### src/rtl/core_isa_pkg.sv
// core_isa_pkg: instruction word layout, opcode constants, fetch state encoding
// Contents: MASK_LSB/OPCODE_W field layout, opcode constants, has_operand(), fetch_state_t.
package core_isa_pkg;
    localparam int MASK_LSB = 12;
    localparam int OPCODE_W = 12;
    localparam logic [OPCODE_W-1:0] OP_LOADA = 12'd3;
    localparam logic [OPCODE_W-1:0] OP_JUMPZ = 12'd9;
    localparam logic [OPCODE_W-1:0] OP_JUMPN = 12'd13;
    localparam logic [OPCODE_W-1:0] OP_NOP   = 12'd47;
    localparam logic [OPCODE_W-1:0] OP_ENDOP = 12'd48;
    typedef enum logic [2:0] {
        S_IDLE, S_ADDR, S_DATA, S_OADDR, S_ODATA, S_PRES, S_HALT
    } fetch_state_t;
    function automatic logic has_operand(input logic [OPCODE_W-1:0] op);
        return op == OP_LOADA || op == OP_JUMPZ || op == OP_JUMPN;
    endfunction
endpackage

### src/rtl/fetch_predecode.sv
// fetch_predecode: combinational decode of a fetched word for one core
// Ports: instr_data in; mask_hit, opcode, has_operand, is_jump, is_end out.
module fetch_predecode
    import core_isa_pkg::*;
#(
    parameter int CORE_ID = 0,
    parameter int DATA_W  = 16
) (
    input  logic [DATA_W-1:0]   instr_data,
    output logic                mask_hit,
    output logic [OPCODE_W-1:0] opcode,
    output logic                has_operand,
    output logic                is_jump,
    output logic                is_end
);
    // Whole mask nibble is ANDed with this core's one-hot select.
    assign mask_hit    = |(instr_data[MASK_LSB +: 4] & (4'b0001 << CORE_ID));
    assign opcode      = instr_data[OPCODE_W-1:0];
    assign has_operand = core_isa_pkg::has_operand(opcode);
    assign is_jump     = opcode == OP_JUMPZ || opcode == OP_JUMPN;
    assign is_end      = opcode == OP_ENDOP;
endmodule

### src/rtl/instr_fetch_unit.sv
// instr_fetch_unit: per-core instruction fetch sequencer with mask filtering and operand assembly
// Ports: clock/reset/start control; instr_addr/instr_data memory port (1-cycle latency);
// instr_valid/instr_ready/instr_opcode/instr_operand/instr_has_operand presentation;
// branch_taken redirect qualifier; busy/halted status.
// Optional macro IFU_SKIP_COUNT_EN adds skip_count (saturating count of skipped words).
module instr_fetch_unit
    import core_isa_pkg::*;
#(
    parameter int CORE_ID  = 0,
    parameter int RESET_PC = 0,
    parameter int ADDR_W   = 16,
    parameter int DATA_W   = 16
) (
    input  logic                clock,
    input  logic                reset,
    input  logic                start,
    output logic [ADDR_W-1:0]   instr_addr,
    input  logic [DATA_W-1:0]   instr_data,
    output logic                instr_valid,
    input  logic                instr_ready,
    output logic [OPCODE_W-1:0] instr_opcode,
    output logic [DATA_W-1:0]   instr_operand,
    output logic                instr_has_operand,
    input  logic                branch_taken,
    output logic                busy,
    output logic                halted
`ifdef IFU_SKIP_COUNT_EN
    ,
    output logic [15:0]         skip_count
`endif
);
    fetch_state_t        state;
    logic [ADDR_W-1:0]   pc;
    logic                mask_hit, pd_has, pd_jump, pd_end, jump_r, end_r;
    logic [OPCODE_W-1:0] pd_opcode;

    assign instr_addr = pc;

    fetch_predecode #(.CORE_ID(CORE_ID), .DATA_W(DATA_W)) u_predecode (
        .instr_data (instr_data),
        .mask_hit   (mask_hit),
        .opcode     (pd_opcode),
        .has_operand(pd_has),
        .is_jump    (pd_jump),
        .is_end     (pd_end)
    );

    always_ff @(posedge clock) begin
        if (reset) begin
            state             <= S_IDLE;
            pc                <= ADDR_W'(RESET_PC);
            instr_valid       <= 1'b0;
            instr_opcode      <= '0;
            instr_operand     <= '0;
            instr_has_operand <= 1'b0;
            jump_r            <= 1'b0;
            end_r             <= 1'b0;
            busy              <= 1'b0;
            halted            <= 1'b0;
        end else begin
            case (state)
                S_IDLE: if (start) begin
                    state <= S_ADDR;
                    pc    <= ADDR_W'(RESET_PC);
                    busy  <= 1'b1;
                end
                S_ADDR: state <= S_DATA;
                S_DATA: begin
                    // A skipped operand-bearing instruction also steps over its operand word.
                    pc <= pc + ADDR_W'((!mask_hit && pd_has) ? 2 : 1);
                    if (!mask_hit) begin
                        state <= S_ADDR;
                    end else begin
                        instr_opcode      <= pd_opcode;
                        instr_has_operand <= pd_has;
                        instr_operand     <= '0;
                        jump_r            <= pd_jump;
                        end_r             <= pd_end;
                        state             <= pd_has ? S_OADDR : S_PRES;
                        instr_valid       <= !pd_has;
                    end
                end
                S_OADDR: state <= S_ODATA;
                S_ODATA: begin
                    instr_operand <= instr_data;
                    pc            <= pc + ADDR_W'(1);
                    state         <= S_PRES;
                    instr_valid   <= 1'b1;
                end
                S_PRES: if (instr_ready) begin
                    instr_valid <= 1'b0;
                    if (end_r) begin
                        state  <= S_HALT;
                        busy   <= 1'b0;
                        halted <= 1'b1;
                    end else begin
                        if (jump_r && branch_taken) pc <= ADDR_W'(instr_operand);
                        state <= S_ADDR;
                    end
                end
                default: ;
            endcase
        end
    end

`ifdef IFU_SKIP_COUNT_EN
    always_ff @(posedge clock) begin
        if (reset || (state == S_IDLE && start)) skip_count <= '0;
        else if (state == S_DATA && !mask_hit && skip_count != 16'hFFFF) skip_count <= skip_count + 16'd1;
    end
`endif
endmodule

### config.mk
export PLATFORM = sky130hd
export DESIGN_NAME = instr_fetch_unit
export DESIGN_NICKNAME = d
export VERILOG_FILES = /design/src/rtl/core_isa_pkg.sv /design/src/rtl/fetch_predecode.sv /design/src/rtl/instr_fetch_unit.sv
export SDC_FILE = /design/constraint.sdc
export NUM_CORES = 1
export LEC_CHECK = 0
export CAP_MARGIN = 20
export CORE_UTILIZATION = 44
export DETAILED_ROUTE_END_ITERATION = 8
export PLACE_DENSITY_LB_ADDON = 0.25
export RECOVER_POWER = 100
export SLEW_MARGIN = 15
export SYNTH_ARGS = -nofsm -noshare
export SYNTH_HDL_FRONTEND = slang
export SYNTH_HIERARCHICAL = 1
export SYNTH_SLANG_ARGS = --single-unit
### constraint.sdc
create_clock -name clock -period 3.36 [get_ports clock]
set_input_delay 0.504 -clock clock [delete_from_list [all_inputs] [get_ports clock]]
set_output_delay 0.504 -clock clock [all_outputs]
set_load 0.01 [all_outputs]
# [Word-level counts from Yosys, hierarchy flattened]
# Index checks and enable logic that the tools add are counted.
[totals] ramBits=0 elab_cells=68 latchBits=0 register_bits=53 memories=0 mem_bits_ro=0 out_inout_bits=48 inputBits=21
[op_classes] magnitude_cmp=0 n_mul=0 n_bitwise=0 addsub=2 reduce_logical=20 shifts=0 n_div=0 muxes=21 eq_ne=15
[op_table] op="16-bit two-way mux" count=5
[op_table] op="16-bit one-hot mux with 4 select lines" count=1
[op_table] op="16-bit one-hot mux with 2 select lines" count=1
[op_table] op="12-bit by 4-bit == test with 1-bit output, second input constant" count=2
[op_table] op="3-bit one-hot mux with 6 select lines" count=1
[op_table] op="16-bit by 1-bit adder with 16-bit output, second input constant" count=1
[op_table] op="16-bit by 2-bit adder with 16-bit output" count=1
[op_table] op="3-bit two-way mux" count=5
[op_table] op="12-bit by 2-bit == test with 1-bit output, second input constant" count=1
[op_table] op="12-bit by 6-bit == test with 1-bit output, second input constant" count=1
[op_table] op="2-bit != test, second input constant" count=6
[op_table] op="3-bit AND reduction" count=3
[op_table] op="3-bit by 2-bit == test with 1-bit output, second input constant" count=2
[op_table] op="3-bit == test, second input constant" count=2
[op_table] op="6-bit nonzero test" count=1
[op_table] op="1-bit two-way mux" count=5
[op_table] op="5-bit AND reduction" count=1
[op_table] op="2-bit AND reduction" count=2
[op_table] op="4-bit AND reduction" count=1
[op_table] op="2-bit nonzero test" count=2
[op_table] op="4-bit nonzero test" count=1
[op_table] op="3-bit by 1-bit == test with 1-bit output, second input constant" count=1
[op_table] op="3-bit zero test" count=1
[op_table] op="1-bit logical OR" count=3
[op_table] op="other kinds (6)" count=8

# [Depth between registers and ports, before layout]
[logic_depth] word_depth=7 depth_mapped=12 depth_no_buf=12

# [Cells and area by module]
# Netlist, hierarchy kept.
[by_module_without_submodules] module="instr_fetch_unit" seq_area_each_um2=1061.0 area_per_inst_um2=2413.6 cells_each=297 instances=1
[by_module_without_submodules] module="fetch_predecode" seq_area_each_um2=0.0 area_per_inst_um2=192.7 cells_each=23 instances=1

# [Worst setup path after synthesis]
# No wires, ideal clock.
[synth_path] kind="input port to flip-flop" startpoint="in instr_data[9]" endpoint="reg pc[12], in the netlist instr_addr[12]" setup_slack_ns=0.079 setup_time_ns=0.070 arrival_ns=3.211 n_path_buf=0 stages=10 path_cell_list="or4_4 a2111oi_2 inv_1 or3_1 fa_1 nand3b_1 nor4_1 xor2_1 nand2_1 a21oi_1"
[synth_via] elab_chain_cells=7
[synth_lines] element="start, declared" line="instr_fetch_unit.sv:18" rtl="input logic [DATA_W-1:0] instr_data,"
[synth_lines] element="12-bit by 2-bit == test with 1-bit output or 12-bit by 4-bit == test with 1-bit output (tied branches)" line="core_isa_pkg.sv:15" rtl="return op == OP_LOADA || op == OP_JUMPZ || op == OP_JUMPN;"
[synth_lines] element="1-bit logical OR" line="core_isa_pkg.sv:15"
[synth_lines] element="1-bit logical OR *" line="core_isa_pkg.sv:15"
[synth_lines] element="via pd_has" line="instr_fetch_unit.sv:34" rtl="logic mask_hit, pd_has, pd_jump, pd_end, jump_r, end_r;"
[synth_lines] element="1-bit logical AND *" line="instr_fetch_unit.sv:70" rtl="pc <= pc + ADDR_W'((!mask_hit && pd_has) ? 2 : 1);"
[synth_lines] element="2-bit two-way mux *" line="instr_fetch_unit.sv:70"
[synth_lines] element="16-bit by 2-bit adder with 16-bit output *" line="instr_fetch_unit.sv:70"
[synth_lines] element="16-bit one-hot mux with 4 select lines *" line="instr_fetch_unit.sv:61" rtl="case (state)"
[synth_lines] element="end signal, assigned" line="instr_fetch_unit.sv:64" rtl="pc <= ADDR_W'(RESET_PC);"
[synth_lines] element="end signal, assigned" line="instr_fetch_unit.sv:70"
[synth_lines] element="end signal, assigned" line="instr_fetch_unit.sv:86" rtl="pc <= pc + ADDR_W'(1);"
[synth_lines] element="end, declared" line="instr_fetch_unit.sv:33" rtl="logic [ADDR_W-1:0] pc;"
# Mark *: on every way through the listed nets, which the timed path passes. The rest lies on a longest branch.
# A chain may end at the register's enable or synchronous reset.

# [Worst setup path in the final report]
[layout_path] startpoint="in instr_data[7]" endpoint="reg pc[12], in the netlist instr_addr[12]"
# Same word-level chain as after synthesis.

==> qor.yml <==
initial_core_util_pct: 46.5
vias: 2587
synthTopCellsByArea: "dfxtp_1 41%, a22oi_1 7.5%, a21oi_1 6.5%"
wl_per_cell_um: 15.5
antennaDiodeCount: 0
outcome: "finished clean"
grt.overflow.total: 0
hold_path_class: "register to register"
place_area_sq_mm: 0.00335
crit_slowest_cell: "clkdlybuf4s50_1"
drtPass1Iterations: 4
relSlewSlack_pct: 32.8
period_minus_slack_ns: 3.20
area_growth_pct: 35.4
period_share_pct: 95.3
clock_skew_ns: 0.00417
wl_mm: 7.15
cp_num_buf_inv: 2
cts_buffer_depth: 2
ant_nets: 0
drive_gt1_share_pct: 11.9
die_y_um: 79.0
crit_chain: "clkdlybuf4s50_1 -> or2_4 -> a2111oi_4 -> inv_1 -> or3_4 -> fa_2 -> nand3b_1 -> nor4_1 -> xor2_1 -> nand2_1 -> a21oi_1"
report.final.slew_viol_count: 0
stdcell_area_sq_mm: 0.00353
syn_area_per_cell_sq_um: 8.14
cts.sinks: 53
yosys.cell_types.count: 49
powerDensity_mw_per_mm2: 350
max_freq_mhz: 312
tritoncts: "built"
grt_pass1_vias: 2397
crit_required_ns: 3.59
synth.top_cell.area_share_pct: 40.7
finalSetupViolCount: 0
grt_pass1_wl_mm: 11.4
synth_top_cell_by_area: "dfxtp_1"
clk_pin_slew_ns: 0.09
arrival_ns: 3.43
worstSkewPairLatency_ns: 0.30
critPathTopFamily: "simple AND/OR/NAND/NOR gates"
pre_cts_slack_ns: -0.574
synthCells: 320
htree_levels: 2
port_buffers: 68
yosysSeqAreaShare_pct: 40.7
synth_warnings: 6
endpoint_kind: "register"
maxCapViolCount: 0
synth_nets: 344
instances_no_fill: 460
final_cell_mix: "53 x dfxtp_1, 50 x dlygate4sd3_1, 44 x nand2_1"
syn-cell-area_sq_mm: 0.00261
final_common_cell: "dfxtp_1"
grtUsageTotal_pct: 23.1
place_inst: 450
p_leak_uw: 0.00145
die_area_sq_mm: 0.00623
path_class: "primary input to register"
drc: 0
coreArea_sq_mm: 0.00561
core.rowCount: 27
start_kind: "primary input"
routed_via_density: 5.62
synthArstFlopShare_pct: 0
first_iter_violations: 127
synth_edf_count: 0
num-nets-final: 411
cp_slowest_stage_delay_ns: 0.45
setup_tns_ns: 0
die_w_um: 79.0
synth-main-ff-cell: "dfxtp_1"
hold_depth: 2
ctsHoldBuffers: 0
final_util_pct: 62.9
ir_drop_mv: 0.284
cts_buffers: 5
tightest_slew_ns: 1.01
dp_hpwl_mm: 4.91
fin_ws_ns: 0.157
place.gp.congestion: 0.824
ios: 69
reg2reg_depth: 10
rsz0062_at_grt: "no"
grt_max_degree: 57
crit_fanout: 5
clockRootBuffer: "clkbuf_8"
ys_ff_latch: 53
cp.depth: 11
report.final.hold_viol_count: 0
antenna_found_initial: 0
## Yosys cell counts (2+ instances only)
master	n
buf_4	16
a22oi_1	26
dfxtp_1	53
a221oi_1	2
a21o_1	2
o32ai_1	2
or3b_1	2
nor2b_1	3
nor4_1	4
nand4_1	3
xor2_1	5
inv_1	8
nor3_1	11
a311oi_1	2
a211oi_1	2
clkbuf_1	9
nand2b_1	5
nor2_1	36
ha_1	2
nand3_1	8
nand2_1	44
a21oi_1	34
xnor2_1	4
o21ai_0	3
a31oi_1	3
buf_2	8
## through the flow
step           hold WS (ns)  power (uW)
3_5_place_dp          0.450         857
2_1_floorplan         0.437         781
4_1_cts               0.463        1240
6_report              0.458        1230
3_3_place_gp          0.448         855
5_1_grt               0.488        1290
## logic make-up (layout without fill, tap and decap cells)
| logic type | count (synthesis) | in the layout | synth area share [%] |
|---|---|---|---|
| DFF | 53 | 53 | 40.7 |
| muxes | 1 | 1 | 0.384 |
| adders and majority gates | 3 | 3 | 1.73 |
| and+or+nand+nor | 131 | 131 | 24.8 |
| buffers and inverters | 41 | 109 | 8.59 |
| AOI/OAI and AO/OA | 82 | 82 | 20.8 |
| xor gates and xnor gates | 9 | 9 | 3.02 |
## layer usage
metal  share of wire [%]  GRT usage [%]
met5                   0              0
met2                  51           39.6
met1                  43           29.3
met4                 1.2           6.18
met3                 4.9           4.60
## what timing repair did
action / in CTS / in global routing
setup endpoints to repair: 12 / 8
setup buffers: 1 / 1
resized for setup: 10 / 15
endpoints found under the hold margin: 0 / 0
pin swaps: 4 / 8
## power by group
part	switching, uW	total, uW	internal (uW)
registers	15.3	657	642
clock network	205	391	187
logic	100	185	84.4
## flip-flops by register name, summed over array words and instances, names as in the netlist
signal             flops
busy                   1
end_r                  1
halted                 1
instr_addr            16
instr_has_operand      1
instr_opcode          12
instr_operand         16
instr_valid            1
jump_r                 1
state                  3
## final timing paths
kind | from | slack, ns | endpoint
max | instr_data[7] | 0.16 | instr_addr[12]
min | instr_opcode[4] | 0.46 | instr_opcode[4]
max reg2reg | state[2] | 0.65 | instr_addr[12]
min reg2reg | instr_opcode[4] | 0.46 | instr_opcode[4]
## cell type report
cell class,count,area [sq um]
fillers,510,2080
multi-input cells,226,1370
flip-flops and latches,53,1060
repair buffers,93,877
clock buffers,7,96.3
well taps,72,90.1
inverters,8,30.0
clock inverters,1,5.00
## worst min-delay path, delay by kind of cell (launching register included)
kind | cells | cell delay, ns
AO/OA/AOI/OAI | 1 | 0.05
flip-flops | 1 | 0.32
AND/OR/NAND/NOR | 1 | 0.05
No activity file was read; power rests on OpenSTA's default activity.
